`config.mk`:
```
export PLATFORM = sky130hd
export DESIGN_NAME = irq_controller
export DESIGN_NICKNAME = d
export VERILOG_FILES = /design/src/rtl/irq_pkg.sv /design/src/rtl/irq_edge.sv /design/src/rtl/irq_controller.sv
export SDC_FILE = /design/constraint.sdc
export NUM_CORES = 1
export LEC_CHECK = 0
export CAP_MARGIN = 10
export CORE_MARGIN = 3
export CORE_UTILIZATION = 43
export DETAILED_ROUTE_END_ITERATION = 12
export GPL_TIMING_DRIVEN = 0
export PLACE_DENSITY = 0.76
export REMOVE_ABC_BUFFERS = 1
export SLEW_MARGIN = 20
export SYNTH_ARGS = -nofsm -noshare
export SYNTH_HDL_FRONTEND = slang
export SYNTH_SLANG_ARGS = --single-unit
```
`constraint.sdc`:
```
create_clock -name clk -period 1.5 [get_ports clk]
set_input_delay 0.3 -clock clk [delete_from_list [all_inputs] [get_ports clk]]
set_output_delay 0.3 -clock clk [all_outputs]
set_load 0.02 [all_outputs]
```
`src/rtl/irq_pkg.sv`:
```
// Shared types and helpers for the interrupt request front end.
package irq_pkg;

    localparam int NIRQ = 7;

    typedef enum logic [1:0] {IDLE, REQ, SERVICE} statetype;

    // Vector 0 ("none") maps to an all-zero mask, so it can never clear a line.
    function automatic logic [NIRQ:1] vec_to_onehot(input logic [2:0] vec);
        logic [NIRQ:1] oh;
        for (int i = 1; i <= NIRQ; i++) begin
            oh[i] = (vec == 3'(i));
        end
        return oh;
    endfunction

endpackage

```
`src/rtl/irq_edge.sv`:
```
// Request qualifier: produces the per-line set vector for the pending register,
// either from rising edges of irq or from the raw level.
module irq_edge
    import irq_pkg::*;
#(
    parameter bit EDGE = 1'b1
) (
    input  logic            clk,
    input  logic            reset,
    input  logic [NIRQ:1]   irq,
    output logic [NIRQ:1]   set
);

    logic [NIRQ:1] irq_q;
    logic [NIRQ:1] irq_d;

    always_comb begin
        irq_d = irq;
    end

    // Clearing irq_q in reset makes a line already high at reset release look like an edge.
    always_ff @(posedge clk) begin
        if (reset) begin
            irq_q <= '0;
        end else begin
            irq_q <= irq_d;
        end
    end

    always_comb begin
        set = EDGE ? (irq & ~irq_q) : irq;
    end

endmodule

```
`src/rtl/irq_controller.sv`:
```
// Interrupt request front end: pending/mask register, priority pick and a
// valid/ack then eoi handshake with the CPU. Line 7 is highest priority.
module irq_controller
    import irq_pkg::*;
#(
    parameter bit EDGE = 1'b1
) (
    input  logic            clk,
    input  logic            reset,
    input  logic [NIRQ:1]   irq,
    input  logic [NIRQ:1]   mask,
    input  logic            ack,
    input  logic            eoi,
    output logic            int_valid,
    output logic [2:0]      int_vec,
    output logic            in_service,
    output logic [NIRQ:1]   pending
);

    statetype       state_q, state_d;
    logic [2:0]     int_vec_q, int_vec_d;
    logic           int_valid_q, int_valid_d;
    logic           in_service_q, in_service_d;
    logic [NIRQ:1]  pending_q, pending_d;

    logic [NIRQ:1]  set;
    logic [NIRQ:1]  clr;
    logic [NIRQ:1]  candidates;
    logic [2:0]     cand_vec;
    logic           ack_accept;

    irq_edge #(
        .EDGE (EDGE)
    ) u_irq_edge (
        .clk   (clk),
        .reset (reset),
        .irq   (irq),
        .set   (set)
    );

    always_comb begin
        candidates = pending_q & ~mask;
        cand_vec   = 3'd0;
        if (candidates[7]) begin
            cand_vec = 3'd7;
        end else if (candidates[6]) begin
            cand_vec = 3'd6;
        end else if (candidates[5]) begin
            cand_vec = 3'd5;
        end else if (candidates[4]) begin
            cand_vec = 3'd4;
        end else if (candidates[3]) begin
            cand_vec = 3'd3;
        end else if (candidates[2]) begin
            cand_vec = 3'd2;
        end else if (candidates[1]) begin
            cand_vec = 3'd1;
        end else begin
            cand_vec = 3'd0;
        end
    end

    // A fresh request on the line being acknowledged survives the clear.
    always_comb begin
        ack_accept = (state_q == REQ) && ack;
        clr        = ack_accept ? vec_to_onehot(int_vec_q) : '0;
        pending_d  = (pending_q & ~clr) | set;
    end

    always_comb begin
        state_d      = state_q;
        int_vec_d    = int_vec_q;
        int_valid_d  = int_valid_q;
        in_service_d = in_service_q;
        case (state_q)
            IDLE: begin
                if (cand_vec != 3'd0) begin
                    state_d     = REQ;
                    int_vec_d   = cand_vec;
                    int_valid_d = 1'b1;
                end
            end
            REQ: begin
                if (ack) begin
                    state_d      = SERVICE;
                    int_valid_d  = 1'b0;
                    in_service_d = 1'b1;
                end
            end
            SERVICE: begin
                if (eoi) begin
                    state_d      = IDLE;
                    int_vec_d    = 3'd0;
                    in_service_d = 1'b0;
                end
            end
            default: begin
                state_d      = IDLE;
                int_vec_d    = 3'd0;
                int_valid_d  = 1'b0;
                in_service_d = 1'b0;
            end
        endcase
    end

    always_ff @(posedge clk) begin
        if (reset) begin
            state_q      <= IDLE;
            int_vec_q    <= 3'd0;
            int_valid_q  <= 1'b0;
            in_service_q <= 1'b0;
            pending_q    <= '0;
        end else begin
            state_q      <= state_d;
            int_vec_q    <= int_vec_d;
            int_valid_q  <= int_valid_d;
            in_service_q <= in_service_d;
            pending_q    <= pending_d;
        end
    end

    assign int_valid  = int_valid_q;
    assign int_vec    = int_vec_q;
    assign in_service = in_service_q;
    assign pending    = pending_q;

endmodule

```
Word level (Yosys, flattened, before mapping)
Index checks and enable logic that the tools add are counted.
- multiplexer cells: 21
- eq/ne operators: 12
- reductions and logical operators: 7
- bitwise logic cells: 10
- operator list (cell ; count):
    AND 7 bit ; 3
    inverter 7 bit ; 3
    two-way mux 3 bit ; 6
    == test 3 bit (second input constant) ; 4
    AND reduction 3 bit ; 4
    two-way mux 2 bit ; 5
    one-hot mux 3 bit (3 select lines) ; 1
    two-way mux 7 bit ; 1
    bitwise OR 7 bit ; 1
    == test 3 x 2 -> 1 bit (second input constant) ; 2
    != test 2 bit (second input constant) ; 3
    one-hot mux 1 bit (3 select lines) ; 2
    one-hot mux 2 bit (3 select lines) ; 1
    two-way mux 1 bit ; 5
    == test 3 x 1 -> 1 bit (second input constant) ; 1
    inverter 1 bit ; 3
    nonzero test 3 bit ; 1
    == test 2 x 1 -> 1 bit (second input constant) ; 1
    == test 2 bit (second input constant) ; 1
    logical NOT 2 bit ; 1
    logical AND 1 bit ; 1
- logic and storage cells: 56
- output and inout bits: 12
- bits in registers: 21
- input bits: 18

Logic depth before layout (Yosys ltp)
- depth in word-level cells: 12
- gate-level depth with buffers: 5
- gate-level depth less buffers: 5

Hierarchy
From an unflattened synthesis, not the netlist that was laid out.
- cell total of the unflattened synthesis: 104
- area total of the unflattened synthesis: 974.7 sq um
- modules (own cells, without submodules) (module ; cells each ; area each (sq um) ; seq. area each (sq um) ; times used):
    irq_controller ; 83 ; 747.0 ; 280.3 ; 1
    irq_edge ; 21 ; 227.7 ; 140.1 ; 1

Least setup slack after synthesis
OpenSTA, ideal clock, no wires.
- path type: flip-flop to flip-flop
- start point: register pending_q (netlist bit pending[4])
- end point: register int_vec_q[2] (netlist: int_vec[2])
- data required time: 1.430 ns
- cell stages (with the launch flop): 6
- path slack: 0.089 ns
- setup time: 0.070 ns
- arrival: 1.341 ns
- path buffers: 0
- clock period less this slack: 1.411 ns
- cell sequence: dfxtp_1 nor2b_1 a21o_1 o2111ai_2 a21oi_2 o2bb2ai_1
- longest elaborated chain between the ends: 8
- elaborated cells between the ends (all ways): 10
- classes of those cells: eq/ne: 1; mux: 6; bitwise: 1; reduce/logical: 2
- ends and longest elaborated chain (what ; line ; RTL):
    start: declaration ; irq_controller.sv:24 ; logic [NIRQ:1] pending_q, pending_d;
    start signal: assignment ; irq_controller.sv:118 ; pending_q <= pending_d;
    AND 7 bit * ; irq_controller.sv:42 ; candidates = pending_q & ~mask;
    two-way mux 3 bit * ; irq_controller.sv:50 ; end else if (candidates[4]) begin
    two-way mux 3 bit * ; irq_controller.sv:48 ; end else if (candidates[5]) begin
    two-way mux 3 bit * ; irq_controller.sv:46 ; end else if (candidates[6]) begin
    two-way mux 3 bit * ; irq_controller.sv:44 ; if (candidates[7]) begin
    nonzero test 3 bit ; irq_controller.sv:77 ; if (cand_vec != 3'd0) begin
    != test 2 bit (no source line) ; - ;
    AND reduction 3 bit (no source line) ; - ;
    end signal: assignment ; irq_controller.sv:115 ; int_vec_q <= int_vec_d;
    end: declaration ; irq_controller.sv:21 ; logic [2:0] int_vec_q, int_vec_d;
Every way passes the cells marked *; elsewhere a longest branch is shown, timed or not. The select of a mux whose other input is x is not followed.
A chain may end at the register's enable or synchronous reset.

Final worst setup path
- start point: input mask[7] in the netlist's numbering
- end point: register int_vec_q[0] (netlist: int_vec[0])
- longest elaborated chain between the ends: 6
- elaborated cells between the ends (all ways): 8
- classes of those cells: eq/ne: 1; mux: 3; bitwise: 2; reduce/logical: 2
- ends and longest elaborated chain (what ; line ; RTL):
    start: declaration ; irq_controller.sv:11 ; input logic [NIRQ:1] mask,
    inverter 7 bit * ; irq_controller.sv:42 ;
    AND 7 bit * ; irq_controller.sv:42 ;
    two-way mux 3 bit * ; irq_controller.sv:44 ;
    nonzero test 3 bit ; irq_controller.sv:77 ;
    != test 2 bit (no source line) ; - ;
    AND reduction 3 bit (no source line) ; - ;
Marks and branches as above.

==> flow_metrics.py <==
metrics = {
    "pwr": {
        "max-vdd-ir-drop_mv": 0.830,
        "p_int_uw": 864,
        "combPwrFrac": 0.254,
        "switchingPower_uw": 368,
        "finalPower_mw": 1.23,
        "pwr-share-seq": 0.528,
        "clkPwrFrac": 0.218,
        "power_density_nw_per_um2": 985,
        "p_leak_nw": 0.515,
        "netSwitchingFraction": 0.299,
    },
    "global_route": {
        "antenna_found_initial": 0,
        "grt_overflow_total": 0,
        "grt_pass1_vias": 711,
        "grt_usage": 0.149,
        "grt_pass1_wl_mm": 2.99,
        "grt_max_degree": 21,
    },
    "floorplanning": {
        "dieArea_um2": 2640,
        "start_util": 0.482,
        "die_h_um": 51.4,
        "coreArea_um2": 1840,
        "io_pins": 30,
        "rows": 15,
        "fp.dieW_um": 51.4,
    },
    "timing": {
        "drv_slew": 0,
        "layout_setup_ws_ns": 0.0300,
        "setup_viol": 0,
        "clock_skew_ns": 0.00490,
        "relSlewSlack": 0.549,
        "tns_ns": 0,
        "tightest_slew_ns": 0.677,
        "fin_hold_ws_ns": 0.464,
        "period_minus_slack_ns": 1.47,
        "finalCritPeriodShare": 0.980,
        "finalHoldViolations": 0,
        "rsz0062_at_grt": "true",
        "max_freq_ghz": 0.680,
    },
    "worst_setup_path": {
        "path_delay_family": "compound AO/OA/AOI/OAI gates",
        "cp_max_fo": 3,
        "crit_path_start_kind": "input port",
        "critPathCaptureType": "flip-flop",
        "worstSetupPathType": "in2reg",
        "required_ns": 1.74,
        "slowest_delay_ns": 0.46,
        "reg2reg_from": "pending[7]$_SDFF_PP0_",
        "path_cells": "clkdlybuf4s50_1, nor2b_1, nor4_4, o2111ai_2, a21oi_2, o2bb2ai_1",
        "cpMaxStageDelayCell": "clkdlybuf4s50_1",
        "crit_arrival_ns": 1.71,
        "crit_path_start": "mask[7]",
        "critPathBufInv": 1,
    },
    "cells_and_area": {
        "multiInputGateArea_um2": 473,
        "syn_to_final_growth_pct": 40.9,
        "final_nets": 148,
        "n_fill_cell": 174,
        "drive_gt1_frac": 0.132,
        "diodes": 0,
        "regArea_um2": 422,
    },
    "synthesis": {
        "synthCells": 96,
        "synth_most_common_cell": "dfxtp_1",
        "yosys_warnings": 0,
        "ys_top_cells_by_area": "dfxtp_1 (47%), nor2b_1 (8.5%), nand2b_1 (7.1%), a21oi_1 (6.2%), nand2_1 (3.0%)",
        "syn_avg_cell_area_um2": 9.24,
        "yosys_register_bits": 21,
        "async_flop_share": 0,
        "synth-seq-area-share": 0.474,
        "synth-edff-count": 0,
        "synthTopCellsByCount": "dfxtp_1 (21), nor2b_1 (12), a21oi_1 (11), nand2b_1 (10), nand2_1 (7)",
        "synth_ff_type": "dfxtp_1",
        "ys_types": 26,
        "synth_top_area_frac": 0.474,
        "yosysTopAreaCell": "dfxtp_1",
        "syn_area_um2": 887,
    },
    "route": {
        "routed_via_density": 5.14,
        "vias": 791,
        "ant_nets": 0,
        "drc": 0,
        "drtIter0Drc": 20,
        "drt_wl_total_mm": 1.85,
        "drt_pre_antenna_iters": 4,
        "wire_per_inst_um": 12.0,
    },
    "clocking": {
        "tritoncts": "yes",
        "htreeDepth": 1,
        "clk_path_buf_depth": 2,
        "cts_hold_buf": 0,
        "clkTransAtPathRegs_ns": 0.11,
        "cts_root_buf": "clkbuf_4",
        "numCtsBuffers": 3,
        "clock_latency_ns": 0.30,
        "cts_sinks": 21,
    },
    "flow_run": {
        "max_cap_viol_count": 0,
    },
    "status": {
        "status": "finished clean",
    },
    "placement": {
        "hpwl_mm": 1.34,
        "dp_slack_ns": -0.345,
        "place_congestion": 0.880,
        "port_buffers": 29,
    },
    "worst_hold_path": {
        "hp-start": "in_service$_SDFFE_PP0P_",
        "min_path_type": "reg2reg",
    },
}
layer usage:
layer	part of all wire	GRT usage	wire, um	vias to the layer above
met1	0.45	0.190	834	366
met4	0.0065	0.0262	12	0
li1	-	-	-	397
met3	0.066	0.0671	123	2
met5	0	0	0	-
met2	0.48	0.233	880	26
what timing repair did:
item                                    in CTS  in global routing
endpoints found under the setup margin      13                  7
buffers inserted                             0                  2
gates resized for setup                     13                  5
pin swaps                                    0                  4
cell families after synthesis:
family / after synthesis / share of synthesized area
and+or+nand+nor: 43 / 0.300
buffers and inverters: 4 / 0.0183
DFF: 21 / 0.474
AOI/OAI and AO/OA: 28 / 0.207
power groups by stage:
stage	clock network [mW]	registers (mW)	logic (mW)
after floorplan	0	0.694	0.131
after global placement	0	0.661	0.308
after detailed placement	0	0.661	0.312
after CTS	0.278	0.647	0.290
after global routing	0.302	0.659	0.337
final	0.269	0.650	0.312
worst register-to-register path: cells and delay by family, from the launching register on:
kind,cells,cell delay (ns)
and+or+nand+nor,2,0.49
DFF,1,0.34
AOI/OAI and AO/OA,3,0.55
layout make-up:
cell class / count / area share
clock buffers: 3 / 0.0180
clock inverters: 1 / 0.00400
inverters: 2 / 0.00601
multi-input cells: 71 / 0.378
flip-flops and latches: 21 / 0.337
well taps: 25 / 0.0250
repair buffers: 31 / 0.231
final timing paths:
check,endpoint,slack (ns),depth (start not counted)
worst max-delay path,int_vec[0]$_SDFFE_PP0P_,0.03,6
worst min-delay path,in_service$_SDFFE_PP0P_,0.46,2
worst max register to register,int_vec[0]$_SDFFE_PP0P_,0.05,5
worst min register to register,in_service$_SDFFE_PP0P_,0.46,2
state kept, by name, indices dropped and copies added, names as in the netlist:
register,count
in_service,1
int_valid,1
int_vec,3
pending,7
state_q,2
u_irq_edge.irq_q,7
stage by stage:
step / std cells / instance area (um2) / utilization
global route: 154 / 1250 / 0.680
floorplan: 94 / 878 / -
CTS: 152 / 1210 / 0.659
detailed placement: 148 / 1200 / 0.652
global placement: 148 / 1200 / 0.652
finish: 154 / 1250 / 0.680
cell usage in the layout (no fill, tap or decap), types with 3 or more instances in the layout:
cell / count
a21oi_1: 11
clkbuf_4: 3
clkdlybuf4s50_1: 16
dfxtp_1: 20
dlygate4sd2_1: 13
nand2_1: 7
nand2b_1: 10
nor2_1: 6
nor2b_1: 10
nor2b_2: 3
o21ai_0: 5
o21ai_1: 3
Note: power is estimated with default switching activity, not from simulation.
